$ cat src/rtl/sequenciador_programa.sv
// rtl/sequenciador_programa.sv - fetches program words and issues them to the processor one at a time.
// Optional WAIT watchdog enabled by defining SEQ_TIMEOUT_EN.
module sequenciador_programa #(
  parameter int ADDR_W      = 5,
  parameter int PROG_LEN    = 32,
  parameter int TIMEOUT_CYC = 15
) (
  input  logic              Clock,
  input  logic              Reset,
  input  logic              Start,
  input  logic              Done,
  input  logic [15:0]       MemData,
  output logic [ADDR_W-1:0] MemAddr,
  output logic [15:0]       DIN,
  output logic              Run,
  output logic              Busy,
  output logic              Halted,
  output logic [15:0]       InstrCount,
  output logic              Timeout
);

  typedef enum logic [2:0] {
    S_IDLE,
    S_FETCH,
    S_LOAD,
    S_ISSUE,
    S_WAIT,
    S_HALTED
  } state_t;

  localparam logic [ADDR_W:0] LAST_PC  = (ADDR_W+1)'(PROG_LEN);
  localparam logic [15:0]     HALT_WORD = 16'hFFFF;

  state_t          state, state_nx;
  logic [ADDR_W:0] pc, pc_nx;
  logic [15:0]     din_nx;
  logic [15:0]     count_nx;

`ifdef SEQ_TIMEOUT_EN
  localparam int                CNT_W    = $clog2(TIMEOUT_CYC + 1);
  localparam logic [CNT_W-1:0]  CNT_LAST = CNT_W'(TIMEOUT_CYC - 1);

  logic [CNT_W-1:0] wait_cnt, wait_cnt_nx;
  logic             timeout_q, timeout_nx;

  assign Timeout = timeout_q;
`else
  assign Timeout = 1'b0;
`endif

  assign Busy   = (state != S_IDLE) && (state != S_HALTED);
  assign Halted = (state == S_HALTED);

  always_comb begin
    state_nx = state;
    pc_nx    = pc;
    din_nx   = DIN;
    count_nx = InstrCount;
    MemAddr  = pc[ADDR_W-1:0];
    Run      = 1'b0;
`ifdef SEQ_TIMEOUT_EN
    wait_cnt_nx = wait_cnt;
    timeout_nx  = timeout_q;
`endif

    case (state)
      S_IDLE, S_HALTED: begin
        if (Start) begin
          pc_nx    = '0;
          count_nx = '0;
          state_nx = S_FETCH;
`ifdef SEQ_TIMEOUT_EN
          timeout_nx = 1'b0;
`endif
        end
      end

      S_FETCH: state_nx = S_LOAD;

      S_LOAD: begin
        // Prefetch the following word so an mvi immediate is ready in ISSUE.
        MemAddr = pc[ADDR_W-1:0] + ADDR_W'(1);
        if (MemData == HALT_WORD) begin
          state_nx = S_HALTED;
        end else begin
          din_nx   = MemData;
          state_nx = S_ISSUE;
        end
      end

      S_ISSUE: begin
        Run = 1'b1;
        if (DIN[8:6] == 3'b001) begin
          din_nx = MemData;
          pc_nx  = pc + (ADDR_W+1)'(2);
        end else begin
          pc_nx  = pc + (ADDR_W+1)'(1);
        end
        state_nx = S_WAIT;
`ifdef SEQ_TIMEOUT_EN
        wait_cnt_nx = '0;
`endif
      end

      S_WAIT: begin
        if (Done) begin
          count_nx = InstrCount + 16'd1;
          state_nx = (pc >= LAST_PC) ? S_HALTED : S_FETCH;
        end
`ifdef SEQ_TIMEOUT_EN
        // Done on the final allowed cycle counts as a normal completion.
        else if (wait_cnt == CNT_LAST) begin
          timeout_nx = 1'b1;
          state_nx   = S_HALTED;
        end else begin
          wait_cnt_nx = wait_cnt + CNT_W'(1);
        end
`endif
      end

      default: state_nx = S_IDLE;
    endcase
  end

  always_ff @(posedge Clock) begin
    if (Reset) begin
      state      <= S_IDLE;
      pc         <= '0;
      DIN        <= '0;
      InstrCount <= '0;
`ifdef SEQ_TIMEOUT_EN
      wait_cnt   <= '0;
      timeout_q  <= 1'b0;
`endif
    end else begin
      state      <= state_nx;
      pc         <= pc_nx;
      DIN        <= din_nx;
      InstrCount <= count_nx;
`ifdef SEQ_TIMEOUT_EN
      wait_cnt   <= wait_cnt_nx;
      timeout_q  <= timeout_nx;
`endif
    end
  end

endmodule
$ cat config.mk
export PLATFORM = sky130hd
export DESIGN_NAME = sequenciador_programa
export DESIGN_NICKNAME = d
export VERILOG_FILES = /design/src/rtl/sequenciador_programa.sv
export SDC_FILE = /design/constraint.sdc
export NUM_CORES = 1
export LEC_CHECK = 0
export CELL_PAD_IN_SITES_DETAIL_PLACEMENT = 0
export CELL_PAD_IN_SITES_GLOBAL_PLACEMENT = 2
export CORE_MARGIN = 8
export CORE_UTILIZATION = 27
export DETAILED_ROUTE_END_ITERATION = 8
export PLACE_DENSITY_LB_ADDON = 0.1
export SLEW_MARGIN = 10
export SYNTH_ARGS = -nofsm -noshare
export SYNTH_HDL_FRONTEND = slang
export SYNTH_SLANG_ARGS = --single-unit
export TNS_END_PERCENT = 30
$ cat constraint.sdc
create_clock -name Clock -period 1.93 [get_ports Clock]
set_input_delay 0.386 -clock Clock [delete_from_list [all_inputs] [get_ports Clock]]
set_output_delay 0.386 -clock Clock [all_outputs]
set_load 0.01 [all_outputs]
==> out/qor.yml <==
status: "completed"
die_area_um2: 11200
cts_tree: "done"
drt_iter0_markers: 45
synthTopCellsByArea: "dfxtp_1, a21oi_1, nand3_1, o21ai_0, nand2_1"
final-hold-violation-count: 0
core-area_um2: 8050
place_congestion: 0.748
insertion_delay_ns: 0.29
cp.required_ns: 1.54
slowest_delay_ns: 0.34
die_h_um: 106
ys_seq_elements: 41
max_cap_viol_count: 0
synth_commonest_cells: "dfxtp_1, a21oi_1, nand3_1, o21ai_0, nand2_1"
cts.clk_slew.worst_paths_ns: 0.08
viasPerCell: 4.93
grt_busiest_layer: "met2"
syn_inst: 265
powerDensity_nw_per_um2: 545
cp-end-kind: "output port"
cp.arrival_ns: 1.51
yosysWarnings: 0
slew_headroom_pct: 65.0
cpMaxStageDelayCell: "dfxtp_2"
met3_usage_pct: 3.99
area_growth_pct: 48.0
place_hpwl_mm: 5.00
startpoint_type: "flop"
drcViolationCount: 0
rsz0062_at_grt: "true"
worst_pin_slew_ns: 0.525
postSynthNetCount: 289
fin_nets: 378
io_pins: 61
synth_area_leader_cell: "dfxtp_1"
leakagePower_uw: 0.00112
ff2ff_setup_slack_ns: 0.20
whs_path_depth: 2
hold_path_class: "reg2reg"
async_flop_share_pct: 0
placed_area_um2: 3120
antenna_found_initial: 0
worst_slack_ns: 0.0381
grt.overflow.total: 0
yosys_most_used_dff: "dfxtp_1"
max_freq_mhz: 529
routedWlPerCell_um: 15.1
crit_fanout: 4
crit_type: "reg2out"
cts_buffers: 5
clockRootBuffer: "clkbuf_8"
setup_viol: 0
reg2regPathDepth: 5
initial_core_util_pct: 27.2
use_met2_pct: 19.6
design_area_um2: 3240
yosysMostFrequentCell: "dfxtp_1"
dp_slack_ns: -0.329
path_cells: "nor3b_4 -> buf_4 -> nand4_1 -> xnor2_1 -> buf_2"
wl_mm: 6.94
antenna_left: 0
vdd_drop_max_uv: 227
n_fill_cell: 845
avgSynthCellArea_um2: 8.25
synth_top_area_share_pct: 37.5
h-tree-depth: 2
drt_first_pass_iters: 4
timing.final.crit_share_pct: 98.0
grt_first_pass_wirelength_mm: 11.4
final_util_pct: 40.2
synthesis.area_um2: 2190
final.setup_skew_ns: 0.00546
hold_ws_ns: 0.469
use_met1_pct: 15.8
grt.total_usage_pct: 12.4
synth_cell_types: 52
cts_buffer_depth: 2
grt_max_degree: 21
rows: 33
grt_pass1_vias: 2261
maxSlewViolCount: 0
cts.sinks: 41
io_buffer_count: 59
die_w_um: 106
synth-edff-count: 0
antenna_cells: 0
post-route-min-period_ns: 1.89
finalNonFillerCells: 458
vias: 2259
yosysSeqAreaShare_pct: 37.5
dp.cells: 449
layout-drive-gt1-share_pct: 19.8
[path summary, 6_finish.rpt]
check | start | to
hold / removal | DIN[5]$_SDFFE_PP0P_ | DIN[5]$_SDFFE_PP0P_
hold reg to reg | DIN[5]$_SDFFE_PP0P_ | DIN[5]$_SDFFE_PP0P_
setup reg to reg | state[2]$_SDFFE_PP0P_ | InstrCount[3]$_SDFFE_PP0P_
setup / recovery | state[0]$_SDFFE_PP0P_ | MemAddr[4]
[layout make-up]
cell class	instances	area (um^2)	share of cell area, %
Sequential cell	41	823	25.4
Clock inverter	1	5.00	0.155
Timing Repair Buffer	101	911	28.1
Clock buffer	5	68.8	2.13
Tap cell	105	131	4.06
Multi-Input combinational cell	199	1270	39.4
Inverter	6	22.5	0.696
[report_power, final]
part | switching (uW) | internal, uW
Combinational | 166 | 178
Clock | 291 | 238
Sequential | 18.5 | 871
Total | 476 | 1290
[registers in the layout (all words and copies together), names as in the netlist]
name        flops
DIN            16
pc              6
InstrCount     16
state           3
[layer usage]
| layer | vias to the layer above | wire length [um] |
|---|---|---|
| li1 | 1165 | - |
| met1 | 1048 | 3240 |
| met4 | 0 | 49 |
| met5 | - | 0 |
| met2 | 41 | 3240 |
| met3 | 5 | 399 |
[timing repair]
item                       4_1_cts  5_1_grt
pin swaps                        1        6
gates cloned                     0        1
buffers inserted                 2        1
hold buffers                     0        0
gates resized for setup         20       14
setup endpoints to repair        9       22
[critical path, delay by kind of cell (launching register included)]
kind	cells	cell delay [ns]
buffers and inverters	2	0.32
DFF	1	0.34
and+or+nand+nor	2	0.39
xor gates and xnor gates	1	0.17
[metrics by stage]
step / power [uW] / TNS, ns
final: 1760 / 0
after global routing: 1870 / -0.673
after detailed placement: 1240 / -4.67
after global placement: 1250 / -4.45
after CTS: 1790 / -0.0580
after floorplan: 1060 / 0
[kinds of logic (layout without fill, tap and decap cells)]
logic type      after synthesis  count (layout)  synth area share (%)
mux                           4               4                  1.95
flops                        41              41                  37.5
xor+xnor                      6               6                  2.40
other cells                   1               1                 0.171
simple gates                 96              96                  25.7
compound gates               88              88                  24.5
buf+inv                      25             113                  5.43
fa+ha+maj                     4               4                  2.29
[cells in the final DEF (no fill, tap or decap), drive strengths merged, types with 6 or more instances in the layout]
cell           instances
buf                   45
nand3                 26
inv                    6
nand2                 16
nand4                  8
or4                    7
o21ai                 31
dfxtp                 41
a21oi                 36
clkbuf                 6
clkdlybuf4s50         51
or3                    9
Power figures use the tool's default switching activity.
==> edit, RTL diff (config.mk and constraints unchanged) <==
Put one more register stage on the output `DIN`, with the module's reset. The value now appears one clock later. The other outputs are not delayed to match.
--- a/src/rtl/sequenciador_programa.sv
+++ b/src/rtl/sequenciador_programa.sv
@@ -32,4 +32,6 @@
   localparam logic [15:0]     HALT_WORD = 16'hFFFF;
 
+  logic [15:0] DIN_s0;
+
   state_t          state, state_nx;
   logic [ADDR_W:0] pc, pc_nx;
@@ -55,5 +57,5 @@
     state_nx = state;
     pc_nx    = pc;
-    din_nx   = DIN;
+    din_nx   = DIN_s0;
     count_nx = InstrCount;
     MemAddr  = pc[ADDR_W-1:0];
@@ -91,5 +93,5 @@
       S_ISSUE: begin
         Run = 1'b1;
-        if (DIN[8:6] == 3'b001) begin
+        if (DIN_s0[8:6] == 3'b001) begin
           din_nx = MemData;
           pc_nx  = pc + (ADDR_W+1)'(2);
@@ -127,5 +129,5 @@
       state      <= S_IDLE;
       pc         <= '0;
-      DIN        <= '0;
+      DIN_s0     <= '0;
       InstrCount <= '0;
 `ifdef SEQ_TIMEOUT_EN
@@ -136,5 +138,5 @@
       state      <= state_nx;
       pc         <= pc_nx;
-      DIN        <= din_nx;
+      DIN_s0     <= din_nx;
       InstrCount <= count_nx;
 `ifdef SEQ_TIMEOUT_EN
@@ -145,3 +147,11 @@
   end
 
+  always_ff @(posedge Clock) begin
+    if (Reset) begin
+      DIN <= '0;
+    end else begin
+      DIN <= DIN_s0;
+    end
+  end
+
 endmodule
Check against the original RTL: not equivalent (a bounded check fails within 4 cycles, from zero or initial values and one cycle with Reset high).
==> edit against the original RTL <==
  * Sequential cell count is 16 higher
  * Routed wire length is 12% higher
  * Maximum frequency is 1.5% higher
  * Register-to-register slack better by 0.04 ns
  * Power is 54% higher
  * Synthesized area is 27% higher
  * Via count is 13% higher
  * Worst setup slack better by 0.029 ns
  * Design area is 24% higher
  * Critical path type unchanged
  * Largest cell class unchanged
==> edit: results (changes against the original RTL) <==
status:
  status: "completed"
worst_hold_path:
  hold_end: "state[0]"
  worstHoldStart: "Reset"
  hp-class: "in -> reg"
  hold_path_depth: 3  # +1
drt:
  wl_met3_um: 373  # -6.5%
  wl_met1_um: 3660  # +13%
  dr_total_vias: 2546  # +13%
  met2_length_um: 3610  # +11%
  drtIter0Drc: 137  # +200%
setup_path:
  r2r_slack_ns: 0.24  # +0.04 ns
  arrival_ns: 1.48  # -0.03 ns
  reg2reg_to: "pc[4]"
  crit_family: "buffers and inverters"
  cpMaxStageDelayCell: "dfxtp_2"
  critPathMaxFanout: 3  # -1
  worstRegToRegCells: 4  # -1
  rr_startpoint: "DIN_s0[6]"
global_routing:
  met2_usage: 0.194  # -0.00188
  met3_usage: 0.0369  # -0.00299
  gr-usage-all-layers: 0.121  # -0.00211
  grt_pass1_vias: 2656  # +17%
  use_met1: 0.150  # -0.00714
  grt_pass1_wl_um: 13000  # +13%
clock_tree:
  clock_latency_ns: 0.33  # +0.04 ns
  htree_levels: 3  # +1
  cts_buffers: 9  # +4
layout:
  instances_no_fill: 547  # +19%
  nets: 430  # +14%
  reg.largest.list: "DIN: 16 flops, DIN_s0: 16 flops, InstrCount: 16 flops"
  drive_gt1_frac: 0.280  # +0.0815
power:
  combPwrFrac: 0.165  # -0.030
  p_leak_nw: 1.49  # +33%
  swShare: 0.281  # +0.0113
  p_int_mw: 1.95  # +51%
  p_seq_frac: 0.457  # -0.047
placed_design:
  place_area_um2: 3800  # +22%
  place_congestion: 0.749  # about the same
  pre_cts_ws_ns: -0.198  # +0.131 ns
  placedCellCount: 528  # +18%
  post-dp-hpwl_um: 5790  # +16%
synth:
  synth_compound_area_frac: 0.234  # -0.0119
  synth_common_cells: "dfxtp_1, nand3_1, a21oi_1"
  synth_nets: 322  # +11%
  synthAdderAreaFrac: 0.0181  # -0.00482
  yosys.area_share.xor_xnor: 0.0253  # +0.00127
  ys_types: 56  # +7.7%
  synth_mux_area_frac: 0.0244  # +0.00494
  synthTopCellsByArea: "dfxtp_1, nor2b_1, nand3_1, a21oi_1, a21oi_2"
timing:
  fin_skew_ns: 0.00622  # +0.000761 ns
  layout_min_cycle_time_ns: 1.86  # -0.0287 ns
  hold-worst-slack_ns: 0.458  # -0.0108 ns
die:
  start_util: 0.273  # +0.00159
## edit: cell types whose count changed after synthesis, moves of 5 or more
| cell | delta |
|---|---|
| o21ai_1 | -7 |
| dfxtp_1 | +16 |
| nor2b_1 | +17 |
| a21oi_1 | -14 |
| o21ai_0 | -5 |
| o21ai_2 | +10 |
| a21oi_2 | +10 |
## edit: area by class of cell
| type | instances | area, µm² |
|---|---|---|
| fill | 1039 | 6130 |
| clock inverter | 6 | 43.8 |
| timing repair buffer | 116 | 1010 |
| inverter | 8 | 30.0 |
| multi-input combinational | 214 | 1470 |
| clock buffer | 10 | 138 |
| sequential | 57 | 1150 |
| tap | 136 | 170 |
## edit: timing repair
action | 4_1_cts | 5_1_grt
pin swaps | 1 | 1
buffers inserted | 3 | 0
setup endpoints to repair | 8 | 5
gates resized for setup | 26 | 8
